**config.mk**
```make
export PLATFORM = sky130hd
export DESIGN_NAME = mssd_frame_scheduler
export DESIGN_NICKNAME = d
export VERILOG_FILES = /design/src/rtl/mssd_pkg.sv /design/src/rtl/mssd_rr_arbiter.sv /design/src/rtl/mssd_frame_scheduler.sv
export SDC_FILE = /design/constraint.sdc
export NUM_CORES = 1
export LEC_CHECK = 0
export CAP_MARGIN = 20
export CORE_MARGIN = 2
export CORE_UTILIZATION = 50
export DETAILED_ROUTE_END_ITERATION = 8
export GPL_TIMING_DRIVEN = 0
export PLACE_DENSITY = 0.91
export SYNTH_ARGS = -nofsm -noshare
export SYNTH_HDL_FRONTEND = slang
export SYNTH_SLANG_ARGS = --single-unit
```
**constraint.sdc**
```tcl
create_clock -name clk -period 5.8 [get_ports clk]
set_input_delay 0.58 -clock clk [delete_from_list [all_inputs] [get_ports clk]]
set_output_delay 0.58 -clock clk [all_outputs]
set_load 0.01 [all_outputs]
```
**src/rtl/mssd_pkg.sv**
```systemverilog
// Shared MSSD definitions, used by both the frame scheduler and the MSSD demux.
// Frame on the wire: start bit, port id (MSB first), payload length (MSB first),
// then the payload, LSB first.
package mssd_pkg;

    localparam int unsigned PORT_W  = 2;
    localparam int unsigned LEN_W   = 4;
    localparam int unsigned N_PORTS = 4;
    localparam int unsigned HDR_W   = PORT_W + LEN_W;

    localparam logic IDLE_LEVEL  = 1'b1;
    localparam logic START_LEVEL = 1'b0;

    typedef enum logic [2:0] {IDLE, START, PORT, LEN, DATA, GAP} sched_state_t;

    typedef logic [LEN_W-1:0]  mssd_len_t;
    typedef logic [PORT_W-1:0] mssd_port_t;

    // Frame header latched at grant time
    typedef struct packed {
        mssd_port_t port;
        mssd_len_t  len;
    } mssd_hdr_t;

endpackage

```
**src/rtl/mssd_rr_arbiter.sv**
```systemverilog
// Round-robin priority rotate: grants the first requesting port at or after ptr,
// wrapping from the highest port back to 0.
// Ports:
//   req       - per-port request vector
//   ptr       - port with highest priority this round
//   gnt_idx   - granted port (combinational)
//   gnt_valid - at least one request present (combinational)
module mssd_rr_arbiter
    import mssd_pkg::*;
(
    input  logic [N_PORTS-1:0] req,
    input  mssd_port_t         ptr,
    output mssd_port_t         gnt_idx,
    output logic               gnt_valid
);

    mssd_port_t cand;

    // Scan from the farthest candidate down to ptr so the nearest requester wins
    always_comb begin
        gnt_idx   = ptr;
        gnt_valid = 1'b0;
        cand      = '0;
        for (int k = N_PORTS - 1; k >= 0; k--) begin
            cand = ptr + PORT_W'(k);
            if (req[cand]) begin
                gnt_idx   = cand;
                gnt_valid = 1'b1;
            end
        end
    end

endmodule

```
**src/rtl/mssd_frame_scheduler.sv**
```systemverilog
// Shares the single MSSD serial line among four requesters. A round-robin grant
// picks one requester, its length/payload are captured, and the frame is sent as
// start bit, port id, length, payload; ack pulses in the first idle-gap cycle.
// Ports:
//   clk, rst    - clock, asynchronous active-high reset
//   req         - per-requester frame pending, held until its ack
//   len, data   - per-requester payload bit count and payload (bit 0 first)
//   ack         - one-cycle completion pulse to the frame owner
//   serOut      - serial line to the MSSD demux, idles high
//   busy        - high from start bit through the last gap cycle
//   activePort  - current or most recently granted requester
module mssd_frame_scheduler
    import mssd_pkg::*;
#(
    parameter int unsigned DATA_W  = 16,
    parameter int unsigned GAP_CYC = 1
) (
    input  logic                            clk,
    input  logic                            rst,
    input  logic [N_PORTS-1:0]              req,
    input  logic [N_PORTS-1:0][LEN_W-1:0]   len,
    input  logic [N_PORTS-1:0][DATA_W-1:0]  data,
    output logic [N_PORTS-1:0]              ack,
    output logic                            serOut,
    output logic                            busy,
    output logic [PORT_W-1:0]               activePort
);

    localparam int unsigned GAP_W = (GAP_CYC > 1) ? $clog2(GAP_CYC) : 1;

    sched_state_t        state_q, state_d;
    mssd_len_t           cnt_q, cnt_d;
    logic [GAP_W-1:0]    gap_q, gap_d;
    mssd_hdr_t           hdr_q, hdr_d;
    logic [HDR_W-1:0]    hsh_q, hsh_d;
    logic [DATA_W-1:0]   shift_q, shift_d;
    mssd_port_t          rr_q, rr_d;
    logic                ser_q, ser_d;
    logic                busy_q, busy_d;
    logic [N_PORTS-1:0]  ack_q, ack_d;

    mssd_port_t          gnt_idx;
    logic                gnt_valid;
    logic                grant_ok;
    logic                enter_gap;

    mssd_rr_arbiter u_arb (
        .req       (req),
        .ptr       (rr_q),
        .gnt_idx   (gnt_idx),
        .gnt_valid (gnt_valid)
    );

    // Next-state and next-output logic; outputs are the registered values of
    // what the line must show in the following cycle.
    always_comb begin
        state_d   = state_q;
        cnt_d     = cnt_q;
        gap_d     = gap_q;
        hdr_d     = hdr_q;
        hsh_d     = hsh_q;
        shift_d   = shift_q;
        rr_d      = rr_q;
        ser_d     = IDLE_LEVEL;
        busy_d    = 1'b1;
        ack_d     = '0;
        grant_ok  = 1'b0;
        enter_gap = 1'b0;

        case (state_q)
            IDLE: begin
                busy_d   = 1'b0;
                grant_ok = 1'b1;
            end
            START: begin
                state_d = PORT;
                cnt_d   = '0;
                ser_d   = hsh_q[HDR_W-1];
                hsh_d   = hsh_q << 1;
            end
            PORT: begin
                ser_d = hsh_q[HDR_W-1];
                hsh_d = hsh_q << 1;
                if (cnt_q == LEN_W'(PORT_W - 1)) begin
                    state_d = LEN;
                    cnt_d   = '0;
                end else begin
                    cnt_d = cnt_q + LEN_W'(1);
                end
            end
            LEN: begin
                if (cnt_q != LEN_W'(LEN_W - 1)) begin
                    ser_d = hsh_q[HDR_W-1];
                    hsh_d = hsh_q << 1;
                    cnt_d = cnt_q + LEN_W'(1);
                end else if (hdr_q.len == '0) begin
                    enter_gap = 1'b1;
                end else begin
                    state_d = DATA;
                    cnt_d   = '0;
                    ser_d   = shift_q[0];
                    shift_d = shift_q >> 1;
                end
            end
            DATA: begin
                if (cnt_q == hdr_q.len - LEN_W'(1)) begin
                    enter_gap = 1'b1;
                end else begin
                    ser_d   = shift_q[0];
                    shift_d = shift_q >> 1;
                    cnt_d   = cnt_q + LEN_W'(1);
                end
            end
            GAP: begin
                if (gap_q == GAP_W'(GAP_CYC - 1)) begin
                    grant_ok = 1'b1;
                end else begin
                    gap_d = gap_q + GAP_W'(1);
                end
            end
            default: begin
                state_d = IDLE;
                busy_d  = 1'b0;
            end
        endcase

        if (enter_gap) begin
            state_d           = GAP;
            gap_d             = '0;
            ack_d[hdr_q.port] = 1'b1;
            rr_d              = hdr_q.port + PORT_W'(1);
        end

        // Arbitration happens in IDLE and on the last gap cycle, so back-to-back
        // frames are separated by exactly GAP_CYC idle-high cycles.
        if (grant_ok) begin
            if (gnt_valid) begin
                state_d    = START;
                cnt_d      = '0;
                ser_d      = START_LEVEL;
                busy_d     = 1'b1;
                hdr_d.port = gnt_idx;
                hdr_d.len  = len[gnt_idx];
                hsh_d      = {gnt_idx, len[gnt_idx]};
                shift_d    = data[gnt_idx];
            end else begin
                state_d = IDLE;
                busy_d  = 1'b0;
            end
        end
    end

    // State and output registers
    always_ff @(posedge clk or posedge rst) begin
        if (rst) begin
            state_q <= IDLE;
            cnt_q   <= '0;
            gap_q   <= '0;
            hdr_q   <= '0;
            hsh_q   <= '0;
            shift_q <= '0;
            rr_q    <= '0;
            ser_q   <= IDLE_LEVEL;
            busy_q  <= 1'b0;
            ack_q   <= '0;
        end else begin
            state_q <= state_d;
            cnt_q   <= cnt_d;
            gap_q   <= gap_d;
            hdr_q   <= hdr_d;
            hsh_q   <= hsh_d;
            shift_q <= shift_d;
            rr_q    <= rr_d;
            ser_q   <= ser_d;
            busy_q  <= busy_d;
            ack_q   <= ack_d;
        end
    end

    assign serOut     = ser_q;
    assign busy       = busy_q;
    assign ack        = ack_q;
    assign activePort = hdr_q.port;

endmodule

```
# Word-level counts from Yosys, hierarchy flattened
# Index checks and enable logic that the tools add are counted.
# classes
magnitude_cmp	7
n_eq_ne	12
n_reduce_logical	9
add_sub_neg	7
n_mux	65
# ops
op	count
16-bit two-way mux	6
16-bit binary-select mux with 2-bit select	1
4-bit two-way mux	8
16-bit one-hot mux with 2 select lines	1
1-bit two-way mux	25
2-bit by 3-bit < comparator with 1-bit output (second input constant)	6
6-bit two-way mux	3
4-bit one-hot mux with 4 select lines	1
3-bit two-way mux	5
4-bit inequality test (second input constant)	3
3-bit one-hot mux with 4 select lines	1
6-bit one-hot mux with 2 select lines	1
1-bit binary-select mux with 2-bit select	4
4-bit binary-select mux with 2-bit select	1
2-bit two-way mux	4
3-bit by 2-bit == test with 1-bit output (second input constant)	2
3-bit == test (second input constant)	2
5-bit OR reduction	1
2-bit by 1-bit adder with 2-bit output (second input constant)	2
2-bit adder (second input constant)	2
4-bit by 1-bit adder with 4-bit output (second input constant)	1
4-bit by 1-bit == test with 1-bit output (second input constant)	1
4-bit == test	1
4-bit logical NOT	1
16 further kinds	17
# totals
regBits	44
out_inout_bits	8

# Longest topological paths before layout
# Gate-level depths: netlist of run 1.
# logic_depth
ltp_word	11
depth_mapped	8
depth_no_buf	7

# Cells and area by module
# From an unflattened synthesis of run 1, not the netlist that was laid out.
# hier_totals
cells_unflattened	266
area_unflattened_um2	2785.2
# by_module_without_submodules
mod	n_inst	cells_each	area_each_um2	seq_area_each_um2
mssd_frame_scheduler	1	250	2685.1	1077.3
mssd_rr_arbiter	1	16	100.1	0.0

# Worst setup path before layout of run 1
# Ideal clock, no wire load.
# synth_path
path_type	input to register
start	in req[0]
end	reg shift_q[10]
t_arrival_ns	2.044
setup_time_ns	0.134
n_path_buf	2
setup_slack_ns	3.622
stages	7
t_required_ns	5.666
cell_sequence	nor4_2 or3_1 or4_1 buf_2 buf_6 a211oi_2 a2111oi_2
# synth_between
elab_chain_cells	10
word_cells_on_any_way	20
cone_classes	mux (20)
# synth_lines
item	line	text
start, declared	mssd_frame_scheduler.sv:20	input logic [N_PORTS-1:0] req,
1-bit binary-select mux with 2-bit select	mssd_rr_arbiter.sv:26	if (req[cand]) begin
1-bit two-way mux (implied by the code)	mssd_rr_arbiter.sv:26	
2-bit two-way mux (4 in a row)	mssd_rr_arbiter.sv:26	
16-bit binary-select mux with 2-bit select	mssd_frame_scheduler.sv:145	shift_d = data[gnt_idx];
16-bit two-way mux (implied by the code)	mssd_frame_scheduler.sv:145	
16-bit two-way mux (*)	mssd_frame_scheduler.sv:137	if (gnt_valid) begin
16-bit two-way mux (*)	mssd_frame_scheduler.sv:136	if (grant_ok) begin
named net shift_d[10]	mssd_frame_scheduler.sv:36	logic [DATA_W-1:0] shift_q, shift_d;
end signal, assigned	mssd_frame_scheduler.sv:172	shift_q <= shift_d;
end, declared	mssd_frame_scheduler.sv:36	
# Mark *: on every way through the listed nets, which the timed path passes. The rest lies on a longest branch. The select of a mux whose other input is x is not followed.
# A chain may end at the register's enable or synchronous reset.

# Worst setup path in the final report of run 1
# layout_path
start	in req[1]
end	reg hsh_q[2]
# layout_between
elab_chain_cells	10
word_cells_on_any_way	20
cone_classes	mux (20)
# layout_lines
item	line	text
1-bit binary-select mux with 2-bit select	mssd_rr_arbiter.sv:26	
1-bit two-way mux (implied by the code)	mssd_rr_arbiter.sv:26	
2-bit two-way mux (4 in a row)	mssd_rr_arbiter.sv:26	
4-bit binary-select mux with 2-bit select	mssd_frame_scheduler.sv:144	hsh_d = {gnt_idx, len[gnt_idx]};
4-bit two-way mux (implied by the code)	mssd_frame_scheduler.sv:144	
6-bit two-way mux (*)	mssd_frame_scheduler.sv:137	
6-bit two-way mux (*)	mssd_frame_scheduler.sv:136	
named net hsh_d[2]	mssd_frame_scheduler.sv:35	logic [HDR_W-1:0] hsh_q, hsh_d;
end signal, assigned	mssd_frame_scheduler.sv:171	hsh_q <= hsh_d;
end, declared	mssd_frame_scheduler.sv:35	
# Marked as above.

==> summary.md, run 1 <==
The run finished with clean final reports. The count of endpoints failing hold in the final timing report came out at 0. The power per cell area came out at 364 mW/mm2. The fraction of registers with async set or reset after synthesis works out to 1.00. In this run the worst hold path is classified as flip-flop to flip-flop.

The proportion of power drawn by combinational gates was 0.527; the count of hold-fix buffers inserted at cts was 0. Synthesis inferred 43 register bits. The logs give 0.352 for the sequential-to-total area share from yosys stat and 0.00408 mm2 for the placed standard-cell area.

After detailed routing, the average wire length per cell comes to 17.1 um. In the routed layout, each cell is associated on average with a via count of 6.01. The peak ir drop on the vdd network was 0.000229 V; the area overhead of the layout relative to synthesis was 36.5%. The clock tree root buffer cell was clkbuf_8. The final design area excluding fillers came out at 0.00417 mm2. The critical path contains buffers and inverters numbering 2 combined. The number of I/O port buffers is 93, and the global-route usage over all layers is 0.260. The mapped netlist covers 0.00306 mm2. The post-route non-filler standard cell count came out at 501. The share of layout cells above drive strength 1 came out at 0.101. On the critical path, the stage with the largest delay is an instance of nor4_2. At the end of routability-driven placement, the weighted congestion stood at 0.910. The switching share of power is 0.406, and the half-perimeter wire length of the detailed placement result is 6.68 mm.

The final wirelength came out at 8.57 mm. On the final layout, the worst clock skew is 0.00885 ns. The horizontal extent of the die works out to 82.2 um. The post-synthesis share of cell area spent on and, or, nand and nor gates is 0.225.

The initial core utilization came out at 0.516. The final route contains 3013 vias. The run gives 0 as the initial antenna violation count.

The synthesized-area fraction occupied by ao, oa, aoi and oai cells was 0.267; the maximum root-to-sink buffer count was 2. For this block, the initial DRC count from the detailed router was 154. From bottom edge to top edge, the die measures 82.2 um. In this run, synthesis inferred 0 flip-flops with an integrated enable.

After routing, the total negative slack on setup checks comes to 0 ns. The synthesized netlist cell count was 325; the total power was 0.00152 W. The clock transition at the registers of the reported paths is 0.08 ns. Main combinational cell family by area after synthesis: compound AO/OA/AOI/OAI gates. Cell internal power was estimated by the tool at 0.000904 W. The total overflow reported by the global router was 0; the reported max-cap violation count was 0. At the pin with the least slew margin, the transition time is 0.981 ns. After clock tree synthesis, the repair step resized 0 gates.

The tools report the power spent charging and discharging nets as 0.000617 W. The number of core rows is 28. Including well taps, the total number of placed cells is 493. For this run, the slowest stage of the critical path takes 0.73 ns. Derived from the worst setup path, the maximum achievable clock frequency is 345 MHz. The tools report the length of the first detailed-routing pass in iterations as 4. TritonCTS built the clock tree. Capturing element type of the critical path: a flip-flop. The mean area per synthesized cell was 9.41 um2.

Setup violations remaining at the end of the flow were counted as 0. The tools report the headroom to the max-slew limit as 0.344. After detailed routing, the number of remaining DRC violations is 0. The number of max-slew violations in the final report was 0; the adder and majority gate portion of the synthesized area was 0.0360. In this run the count of I/O pins placed on the die edge is 94.

The region available for standard cell placement spans 0.00592 mm2. Among all flip-flop cells after synthesis, the most frequent one is dfrtp_1. The signal on the critical path passes through clkdlybuf4s50_1, nor4_2, or3_1, clkbuf_1, nor3_1, o21ai_0, o221ai_1.

The number of sinks handled by clock tree synthesis was 43. After clock tree synthesis, the setup repair step added 0 buffers. Clock latency on the worst-skew pair, taken at its later pin, is 0.30 ns. STA puts the critical path data required time at 5.95 ns.

Summed over all cells, the static leakage comes to 1.57 nW. The tools report the number of nets still failing antenna checks after routing as 0. Entering global routing, the biggest net connects 44 pins. Setup repair after global routing left no endpoint under its margin.

The H-tree was split into 2 levels. The logs give 2933 for the via count of the first global-routing pass and 0.134 for the clock network fraction of total power. The run gives 0.338 as the sequential cell fraction of total power. Category of cells accounting for the largest share of critical-path delay: simple AND/OR/NAND/NOR gates.

The floorplan step defined a die boundary enclosing 0.00675 mm2. The maximum fanout along the worst path was 10. The logs give 3.05 ns for the data arrival at the endpoint of the critical path and 519 for the layout net count. The number of nets produced by synthesis was 419. For the count of inserted antenna diode cells, the log shows 0. The multiplexer area fraction after synthesis is 0.0401, and the Yosys warning count is 0.

The clock period minus worst slack works out to 2.90 ns. The share of the synthesized netlist area taken by xor and xnor gates came out at 0.0221. The share of the clock period used by the worst path is 0.500. The tools report the startpoint type of the worst setup path as an input port. Buffers inserted during clock tree synthesis total 5. The post-route core utilization is 0.705.

The class of the most critical setup path was input port to flip-flop. The wire length of the first global-routing pass is 13.6 mm, and the number of library cell types mapped by synthesis is 56.
[stage by stage]
stage	setup WS, ns	hold WS, ns
finish	2.90	0.565
global route	2.68	0.570
floorplan	3.62	0.487
CTS	2.94	0.549
global placement	2.73	0.513
detailed placement	2.63	0.527
[cell usage after synthesis, drive strengths merged (2+ instances only)]
master   count  area, um2
a2111oi     15        155
mux2i       10        100
nor2b       12       75.1
inv          9       33.8
clkbuf      16       60.1
or4          2       15.0
mux2         2       22.5
o211ai       4       30.0
o31a         4       35.0
nor3         8       45.0
and2         2       12.5
a211oi      31        273
o221ai       5       43.8
nand2b       2       12.5
o22ai        2       12.5
xor2         2       17.5
nand4        5       31.3
nor2        20       75.1
o21ai        8       40.0
a21oi       23        115
nor4         4       37.5
buf         14       81.3
a21o         2       15.0
xnor2        3       26.3
nand2        9       33.8
nor4b        5       43.8
ha           8        100
nor3b       31        238
dfrtp       42       1050
o32ai        2       17.5
or2          2       12.5
o21a         3       22.5
nand3        5       25.0
[registers in the layout, summed over array words and instances, names as in the netlist]
register / cells
hdr_q: 4
ack: 4
state_q: 3
serOut: 1
shift_q: 16
activePort: 2
cnt_q: 4
hsh_q: 6
rr_q: 2
busy: 1
[worst paths after layout]
| check | from | to | slack, ns | depth (start not counted) |
|---|---|---|---|---|
| worst max-delay path | req[1] | hsh_q[2] | 2.90 | 7 |
| worst min-delay path | hsh_q[0] | hsh_q[0] | 0.57 | 2 |
| worst max register to register | cnt_q[0] | shift_q[14] | 3.27 | 8 |
| worst min register to register | hsh_q[0] | hsh_q[0] | 0.57 | 2 |
| max in group asynchronous | rst | hdr_q[1] | 4.41 | 2 |
| min in group asynchronous | rst | shift_q[2] | 0.79 | 2 |
[power by group through the flow]
stage          Clock [W]  Sequential [W]  Combinational, W
2_1_floorplan          0        0.000496          0.000582
3_3_place_gp           0        0.000511          0.000763
3_5_place_dp           0        0.000519          0.000795
4_1_cts         0.000203        0.000513          0.000800
5_1_grt         0.000216        0.000531          0.000884
6_report        0.000204        0.000514          0.000802
[cell families (layout without fill, tap and decap cells)]
group | Yosys count | in the layout
buffers and inverters | 39 | 140
muxes | 12 | 12
adders and majority gates | 9 | 9
xor gates and xnor gates | 6 | 6
AOI/OAI and AO/OA | 105 | 105
and+or+nand+nor | 111 | 111
DFF | 43 | 43
[final cells by class]
type / count / area [um2]
sequential: 43 / 1080
inverter: 9 / 33.8
fill: 443 / 1750
multi-input combinational: 243 / 1800
buffer: 30 / 141
clock buffer: 7 / 86.3
clock inverter: 1 / 5.00
tap: 75 / 93.8
timing repair buffer: 93 / 931
[layer usage]
layer,part of all wire,global-route usage
met1,0.41,0.339
met2,0.51,0.445
met3,0.054,0.0380
met4,0.018,0.0800
met5,0,0
[placed cells by master (no fill, tap or decap), drive strengths merged, types with 3 or more instances in the layout]
cell type,count
a2111oi,15
a211oi,31
a21oi,23
buf,14
clkbuf,23
clkdlybuf4s50,93
dfrtp,42
ha,8
inv,9
mux2i,10
nand2,9
nand3,5
nand4,5
nor2,20
nor2b,12
nor3,8
nor3b,31
nor4,4
nor4b,5
o211ai,4
o21a,3
o21ai,8
o221ai,5
o31a,4
xnor2,3
[worst reg2reg max path, delay by kind of cell (launching register included)]
kind | cells | cell delay (ns)
flip-flops | 1 | 0.47
buffers and inverters | 2 | 0.38
AND/OR/NAND/NOR | 4 | 0.93
adder cells (fa/ha/maj) | 1 | 0.21
AO/OA/AOI/OAI | 1 | 0.41
No activity file was read; power rests on OpenSTA's default activity.
==> run 2, diff against run 1 <==
--- a/config.mk
+++ b/config.mk
@@ -7,10 +7,10 @@
 export LEC_CHECK = 0
 export CAP_MARGIN = 20
 export CORE_MARGIN = 2
-export CORE_UTILIZATION = 50
+export CORE_UTILIZATION = 48
 export DETAILED_ROUTE_END_ITERATION = 8
 export GPL_TIMING_DRIVEN = 0
-export PLACE_DENSITY = 0.91
+export PLACE_DENSITY = 0.88
 export SYNTH_ARGS = -nofsm -noshare
 export SYNTH_HDL_FRONTEND = slang
 export SYNTH_SLANG_ARGS = --single-unit
==> constraint.sdc (replaced) <==
create_clock -name clk -period 3 [get_ports clk]
set_input_delay 0.3 -clock clk [delete_from_list [all_inputs] [get_ports clk]]
set_output_delay 0.3 -clock clk [all_outputs]
set_load 0.01 [all_outputs]
==> run 2 against run 1 <==
  * Critical path depth is the same
  * Die area rose by 4.0%
  * Register-to-register slack worse by 2.9 ns
  * Wire length is 0.75% higher
  * Clock power grew 82%
  * Clock skew is 0.00094 ns higher
  * Global-route usage down 1.5 points
  * Critical path type unchanged
==> summary.md, run 2 (synthesized netlist as in run 1, its figures left out) <==
The maximum fanout along the worst path is 10 (unchanged). The placeable core region was 0.00624 mm2 (+5.4%); the stage delay of the slowest cell on the critical path was 0.73 ns (about the same). The area enclosed by the die boundary is 0.00702 mm2 (+4.0%).

The pin count of the biggest net entering global routing was 44 (unchanged); the leakage component of the power was 1.56 nW (-0.38%). The tools report the number of core rows as 29 (+3.6%). The horizontal extent of the die came out at 83.8 um (+2.0%). The via count of the first global-routing pass was 2982 (+1.7%). The largest registers in the layout are shift_q x16, hsh_q x6.

For the global routing met1 resource utilization, the log shows 0.321 (-0.0177). The type of the worst min-delay path is input port to async pin. The count of hold-fix buffers inserted at cts was 0 (unchanged). Share of the clock period used by the worst path: 0.880. Among all stages on the critical path, the largest delay is contributed by nor4_2. Wire length of the first global-routing pass: 14.1 mm (+3.8%). For the number of fill cells in the layout, the log shows 495 (+12%).

The post-detailed-route wirelength per cell was 17.2 um (+0.35%). Final design area excluding fillers: 0.00417 mm2 (-0.18%). The final count of negative-setup-slack endpoints was 0 (unchanged). The layer flagged by global routing as most heavily used is met2. The register with the most flip-flops in the final layout is shift_q. The run gives 0.911 (+0.18%) as the final weighted congestion in routability-driven placement.

The share of layout cells above drive strength 1 is 0.0986 (-0.00235), and the final wirelength is 8.64 mm (+0.75%). Half-perimeter wire length of the detailed placement result: 6.70 mm (+0.37%). The run gives 0 (unchanged) as the reported max-cap violation count. The power per cell area works out to 701 mW/mm2 (+92%). The number of post-CTS setup repair buffers is 0 (unchanged). The final hold slack was 0.510 ns (-0.0552 ns); the clock transition at the registers of the reported paths was 0.09 ns (about the same).

For this run, the top clock speed supported by timing is 379 MHz. Number of max-slew violations in the final report: 0 (unchanged). The y dimension of the die was 83.8 um (+2.0%); the total vias in the final route was 2998 (-0.50%).

The number of flip-flops in the largest register is 16 (unchanged), and the required time of the critical path is 3.17 ns (-2.78 ns). The initial antenna violation count came out at 0 (unchanged). The count of inserted antenna diode cells is 0 (unchanged), and the vias per cell is 5.96 (-0.89%). Setup TNS: 0 ns (unchanged). The run gives 0 (unchanged) as the number of nets still failing antenna checks after routing. For the maximum root-to-sink buffer count, the log shows 2 (unchanged).

TritonCTS built the clock tree. The initial core utilization was 0.490 (-0.0265). The worst setup path is of the input port to flip-flop kind.

The run gives 0.422 (-0.0233) as the met2 layer usage reported by global route. The peak ir drop on the vdd network was 0.000464 V (+100%). Counting I/O delays and the setup requirement, the final critical path takes 2.64 ns.

The tools report the global-route usage over all layers as 0.245 (-0.0152). The startpoint type of the worst setup path is an input port. The logs give 0.00408 mm2 (about the same) for the placed standard-cell area and 519 (unchanged) for the layout net count. Post-detailed-route DRC marker count: 0 (unchanged). The total overflow reported by the global router was 0 (unchanged); the number of I/O port buffers was 93 (unchanged). The clock buffer count from CTS came out at 5 (unchanged). Traced cell by cell, the critical path runs through clkdlybuf4s50_1, nor4_2, nor3_2, o31ai_2, buf_2, a211oi_1, a2111oi_1.

For the count of boundary I/O pins, the log shows 94 (unchanged). Number of cells upsized or downsized after cts: 0 (unchanged). The library cell used most frequently in the layout, excluding fill and tap cells, is clkdlybuf4s50_1. The number of sinks handled by clock tree synthesis is 43 (unchanged), and the transition time at the pin with the least slew margin is 1.04 ns (+0.0573 ns).

The logs give 0.00292 W (+92%) for the total power and 0 (unchanged) for the count of endpoints failing hold in the final timing report. The headroom to the max-slew limit is 0.306 (-0.0383), and the clock latency on the worst-skew pair is 0.30 ns (about the same). The initial detailed-routing violation count came out at 180 (+17%). For the length of the first detailed-routing pass in iterations, the log shows 4 (unchanged).

Setup repair after global routing left no endpoint under its margin. In this run the clock root is driven by a clkbuf_8. The run finished with clean final reports. The clock tree skew after final layout came out at 0.00979 ns (+0.000936 ns). The capturing element type of the critical path was a flip-flop. The tools report the data arrival at the endpoint of the critical path as 2.81 ns (-0.24 ns).

The met3 layer usage reported by global route came out at 0.0386 (+0.000532). Leaving out fill and tap cells, the most frequent cells in the layout are clkdlybuf4s50_1, dfrtp_1, nor3b_1, a211oi_1, a21oi_1. The level count of the clock H-tree is 2 (unchanged), and the area overhead of the layout relative to synthesis is 36.3%.
-- run 2: cell counts in the layout (fill, tap and decap cells not counted) --
No cell type changed its count.
-- run 2: routing by layer --
metal,vias to the layer above,share of wire
li1,1437,-
met1,1473,0.43
met2,75,0.51
met3,13,0.036
met4,0,0.015
met5,-,0
-- run 2: path summary, 6_finish.rpt --
check	startpoint	endpoint	slack [ns]	depth (start not counted)
max	req[1]	shift_q[12]	0.36	7
min	rst	cnt_q[3]	0.51	2
max reg2reg	hdr_q[0]	shift_q[12]	0.42	8
min reg2reg	hsh_q[0]	hsh_q[0]	0.56	2
max in group asynchronous	rst	ack[3]	1.92	2
min in group clk	hsh_q[0]	hsh_q[0]	0.56	2
-- run 2: critical path: cells and delay by family --
kind | cells | cell delay, ns
AO/OA/AOI/OAI | 3 | 0.70
buffers and inverters | 2 | 0.85
AND/OR/NAND/NOR | 2 | 0.96
-- run 2: area by class of cell --
class,count,area (um2),area share
Multi-Input combinational cell,243,1800,0.433
Sequential cell,43,1080,0.259
Timing Repair Buffer,93,931,0.223
Buffer,30,141,0.0339
Tap cell,77,96.3,0.0231
Clock buffer,7,76.3,0.0183
Inverter,9,33.8,0.00811
Clock inverter,1,5.00,0.00120
-- run 2: power by group --
group | switching, W | internal (W) | leakage, nW
registers | 0.000177 | 0.000817 | 0.520
logic | 0.000805 | 0.000747 | 1.00
clock network | 0.000208 | 0.000164 | 0.0422
total | 0.00119 | 0.00173 | 1.56
-- run 2: per-stage QoR --
step	util	cells	setup slack, ns
floorplan	-	325	0.877
global placement	0.654	495	0.169
detailed placement	0.654	495	0.0706
CTS	0.667	503	0.393
global route	0.667	503	0.186
finish	0.667	503	0.360
==> run 3, diff against run 2 <==
--- a/config.mk
+++ b/config.mk
@@ -5,7 +5,6 @@
 export SDC_FILE = /design/constraint.sdc
 export NUM_CORES = 1
 export LEC_CHECK = 0
-export CAP_MARGIN = 20
 export CORE_MARGIN = 2
 export CORE_UTILIZATION = 48
 export DETAILED_ROUTE_END_ITERATION = 8
==> results of run 3 <==
No change in the layout: final DEF, timing and power equal those of run 2.
